### src/rtl/mux8_rr_sched.sv
// Round-robin scheduler driving the select of a shared 8:1 mux.
// Optional forced release after TIMEOUT held cycles when MUX8_RR_SCHED_TIMEOUT_EN is defined.
module mux8_rr_sched #(
  parameter int unsigned TIMEOUT = 16
) (
  input  logic       clk,
  input  logic       rst,
  input  logic [7:0] req,
  input  logic       done,
  output logic [2:0] sel,
  output logic [7:0] gnt,
  output logic       valid,
  output logic       timeout
);

  localparam int unsigned N_SRC = 8;

  typedef enum logic {
    IDLE = 1'b0,
    BUSY = 1'b1
  } state_t;

  state_t     state_q, state_d;
  logic [2:0] ptr_q, ptr_d;
  logic [2:0] sel_d;
  logic [7:0] gnt_d;
  logic       valid_d;
  logic [2:0] win_idx;
  logic       win_found;
  logic [2:0] cand;
  logic       tmo_c;

  // Bad TIMEOUT values are rejected at elaboration.
  if ((TIMEOUT < 2) || (TIMEOUT > 255)) begin : g_bad_timeout
    $error("mux8_rr_sched: TIMEOUT out of range 2..255");
  end

`ifdef MUX8_RR_SCHED_TIMEOUT_EN
  logic [7:0] hold_q, hold_d;
  logic       tmo_pulse_d;

  assign tmo_c = (hold_q == 8'(TIMEOUT - 1));
`else
  assign tmo_c   = 1'b0;
  assign timeout = 1'b0;
`endif

  // First requesting source at or above ptr, wrapping 7 -> 0.
  always_comb begin
    win_idx   = 3'd0;
    win_found = 1'b0;
    cand      = 3'd0;
    for (int i = 0; i < N_SRC; i++) begin
      cand = ptr_q + 3'(i);
      if (!win_found && req[cand]) begin
        win_found = 1'b1;
        win_idx   = cand;
      end
    end
  end

  always_comb begin
    state_d = state_q;
    ptr_d   = ptr_q;
    sel_d   = sel;
    gnt_d   = gnt;
    valid_d = valid;
`ifdef MUX8_RR_SCHED_TIMEOUT_EN
    hold_d      = hold_q;
    tmo_pulse_d = 1'b0;
`endif
    case (state_q)
      IDLE: begin
        if (win_found) begin
          state_d = BUSY;
          gnt_d   = 8'(1) << win_idx;
          sel_d   = win_idx;
          valid_d = 1'b1;
`ifdef MUX8_RR_SCHED_TIMEOUT_EN
          hold_d  = 8'd0;
`endif
        end
      end
      BUSY: begin
`ifdef MUX8_RR_SCHED_TIMEOUT_EN
        hold_d = hold_q + 8'd1;
`endif
        // A normal release takes priority over the timeout.
        if (done || !req[sel]) begin
          state_d = IDLE;
          gnt_d   = 8'h00;
          valid_d = 1'b0;
          ptr_d   = sel + 3'd1;
        end else if (tmo_c) begin
          state_d = IDLE;
          gnt_d   = 8'h00;
          valid_d = 1'b0;
          ptr_d   = sel + 3'd1;
`ifdef MUX8_RR_SCHED_TIMEOUT_EN
          tmo_pulse_d = 1'b1;
`endif
        end
      end
      default: state_d = IDLE;
    endcase
  end

  always_ff @(posedge clk) begin
    if (rst) begin
      state_q <= IDLE;
      ptr_q   <= 3'd0;
      sel     <= 3'd0;
      gnt     <= 8'h00;
      valid   <= 1'b0;
`ifdef MUX8_RR_SCHED_TIMEOUT_EN
      hold_q  <= 8'd0;
      timeout <= 1'b0;
`endif
    end else begin
      state_q <= state_d;
      ptr_q   <= ptr_d;
      sel     <= sel_d;
      gnt     <= gnt_d;
      valid   <= valid_d;
`ifdef MUX8_RR_SCHED_TIMEOUT_EN
      hold_q  <= hold_d;
      timeout <= tmo_pulse_d;
`endif
    end
  end

endmodule

### config.mk
export PLATFORM = sky130hd
export DESIGN_NAME = mux8_rr_sched
export DESIGN_NICKNAME = d
export VERILOG_FILES = /design/src/rtl/mux8_rr_sched.sv
export SDC_FILE = /design/constraint.sdc
export NUM_CORES = 1
export LEC_CHECK = 0
export CAP_MARGIN = 0
export CORE_MARGIN = 3
export CORE_UTILIZATION = 55
export DETAILED_ROUTE_END_ITERATION = 8
export PLACE_DENSITY = 0.9
export SLEW_MARGIN = 0
export SYNTH_ARGS = -nofsm -noshare
export SYNTH_HDL_FRONTEND = slang
export SYNTH_SLANG_ARGS = --single-unit
### constraint.sdc
create_clock -name clk -period 7 [get_ports clk]
set_input_delay 1.4 -clock clk [delete_from_list [all_inputs] [get_ports clk]]
set_output_delay 1.4 -clock clk [all_outputs]
set_load 0.02 [all_outputs]
==> impl_metrics.py <==
metrics = {
    "setup_path": {
        "r2r_start": "ptr_q[1]",
        "required_ns": 7.20,
        "max_stage_delay_ns": 0.96,
        "reg2reg_depth": 9,
        "critPathSlowestCell": "dfxtp_1",
        "path_max_fanout": 20,
        "ff2ff_setup_slack_ns": 2.71,
        "worstPathArrival_ns": 4.49,
        "startpoint": "ptr_q[1]",
        "crit_path_end_kind": "register",
        "reg2reg_to": "gnt[3]",
        "critPathKind": "register to register",
        "cp_cell_sequence": "inv_1, ha_1, mux4_2, nor4_2, o311a_2, a21oi_1, nor2b_1, nand2_1, o31ai_1",
        "start_kind": "register",
    },
    "cells_and_area": {
        "layout_common_cells": "clkdlybuf4s50_1 (22), nand2_1 (17), dfxtp_1 (16)",
        "register_area_um2": 320,
        "multi_input_comb_area_mm2": 0.00133,
        "syn2layout_area_growth_pct": 9.82,
        "layout.nets": 209,
        "final_common_cell": "clkdlybuf4s50_1",
        "diodes": 0,
        "fillers": 253,
        "drive_gt1_frac": 0.181,
    },
    "route": {
        "drc_errors": 0,
        "num_vias": 1585,
        "drt-pass1-iter-count": 4,
        "viasPerCell": 6.69,
        "drt_first_iter_violations": 107,
        "wl_mm": 4.28,
        "drt.antenna.violating_nets": 0,
        "wl_per_cell_um": 18.0,
    },
    "yosys": {
        "avgSynthCellArea_um2": 10.1,
        "synth_edf_count": 0,
        "synthTopCellsByArea": "dfxtp_1 (18%), mux4_2 (13%), mux2i_1 (7.2%), mux4_1 (5.8%), o31ai_1 (5.0%)",
        "yosys_register_bits": 16,
        "synth_fp_nets": 192,
        "synth.cell_area_mm2": 0.00180,
        "synthCells": 178,
        "synth_top_cell_by_area": "dfxtp_1",
        "ys_warn_count": 0,
        "ys_types": 56,
        "async_reset_ff_frac": 0,
        "synth_top_area_share": 0.178,
        "yosysSeqAreaShare": 0.178,
        "synthFlopType": "dfxtp_1",
    },
    "timing": {
        "fin_skew_ns": 0.00245,
        "final_max_slew_viol_count": 0,
        "hold_viol": 0,
        "timing.final.crit_share": 0.613,
        "setup_violations": 0,
        "max_freq_mhz": 233,
        "rsz0062_at_grt": "false",
        "max_slew.worst_pin.slew_ns": 0.956,
        "fin_crit_ns": 4.29,
        "slew_headroom": 0.362,
        "tns_ns": 0,
    },
    "global_routing": {
        "grtUsageTotal": 0.217,
        "grt_pass1_vias": 1482,
        "grt_max_degree": 22,
        "grt_pass1_wl_mm": 7.04,
        "antenna_found_initial": 0,
        "grt_overflow_total": 0,
    },
    "clocking": {
        "clock_latency_ns": 0.28,
        "cts_setup_buffers": 0,
        "clockBufferDepth": 2,
        "cts_tree": "yes",
        "root_buffer": "clkbuf_4",
        "clk_pin_slew_ns": 0.09,
        "hold_buffers": 0,
        "cts_num_sinks": 16,
        "cts_resized": 0,
        "cts_inserted_buffers": 3,
        "htree_levels": 1,
    },
    "hold_path": {
        "holdCritPathClass": "register to register",
        "holdCritStartpoint": "gnt[6]",
        "hold_depth": 2,
        "hold_end": "gnt[6]",
    },
    "power": {
        "ir_worst_vdd_mv": 0.208,
        "p_leak_nw": 0.676,
        "power_w": 0.000516,
        "power.density_mw_per_mm2": 261,
    },
    "floorplanning": {
        "start_util": 0.584,
        "row_count": 20,
        "die_y_um": 63.2,
        "dieArea_mm2": 0.00399,
        "die_width_um": 63.2,
        "coreArea_mm2": 0.00308,
        "io_pins": 24,
    },
    "place": {
        "dp_hpwl_mm": 3.25,
        "port_buffers": 22,
        "gp_congestion": 0.964,
    },
    "status": {
        "status": "finished clean",
    },
    "job": {
        "drv_cap": 0,
    },
}
-- cell type report --
| cell class | instances | share of cell area |
|---|---|---|
| well taps | 44 | 0.0279 |
| clock buffers | 3 | 0.0114 |
| flip-flops and latches | 16 | 0.162 |
| multi-input cells | 146 | 0.675 |
| repair buffers | 22 | 0.112 |
| inverters | 6 | 0.0114 |
-- critical path, delay by kind of cell (launching register included) --
family | cells | cell delay [ns]
flops | 1 | 0.96
fa+ha+maj | 1 | 0.64
simple gates | 3 | 1.05
mux | 1 | 0.66
buf+inv | 1 | 0.31
compound gates | 3 | 0.58
-- where the power goes --
part           total [W]  switching [W]  leakage [nW]  internal, W
logic           0.000332       0.000178         0.532     0.000154
clock network  0.0000476      0.0000276        0.0138    0.0000200
registers       0.000136      0.0000299         0.131     0.000106
-- metal layers --
metal	track usage	wire (um)	up-vias	share of wire
li1	-	-	738	-
met1	0.289	1790	762	0.42
met2	0.375	2150	79	0.50
met3	0.0392	306	6	0.072
met4	0.0275	31	0	0.0073
met5	0	0	-	0
-- cells in the mapped netlist, types with 4 or more instances --
library cell and number:
a21oi_1 9, buf_6 6, dfxtp_1 16, inv_1 5
mux2_2 4, mux2i_1 13, mux4_1 4, mux4_2 10
nand2_1 17, nor2_1 9, nor3_1 7, o21ai_0 6
o31ai_1 12
-- stage by stage --
step	util	setup slack, ns	std cells	instance area [um^2]	hold slack, ns
finish	0.641	2.71	237	1970	0.457
global route	0.641	2.35	237	1970	0.483
CTS	0.641	2.72	237	1970	0.460
detailed placement	0.634	2.66	234	1950	0.443
global placement	0.634	2.70	234	1950	0.439
floorplan	-	3.61	178	1800	0.460
-- state kept, by name, indices dropped and copies added, names as in the netlist --
name and cells:
gnt 8, ptr_q 3, valid 1, state_q 1
sel 3
-- cell families after synthesis --
| kind of cell | synth area share |
|---|---|
| compound gates | 0.248 |
| xor+xnor | 0.0293 |
| fa+ha+maj | 0.0209 |
| buf+inv | 0.0801 |
| flops | 0.178 |
| mux | 0.297 |
| other cells | 0.00209 |
| simple gates | 0.144 |
-- worst max path at each step --
stage,endpoint,slack [ns],cells past startpoint
after floorplan,gnt[2],3.61,7
after global placement,gnt[4],2.70,8
after detailed placement,gnt[3],2.66,8
after CTS,gnt[3],2.72,9
after global routing,gnt[0],2.35,9
final,gnt[3],2.71,9
Note: power is estimated with default switching activity, not from simulation.
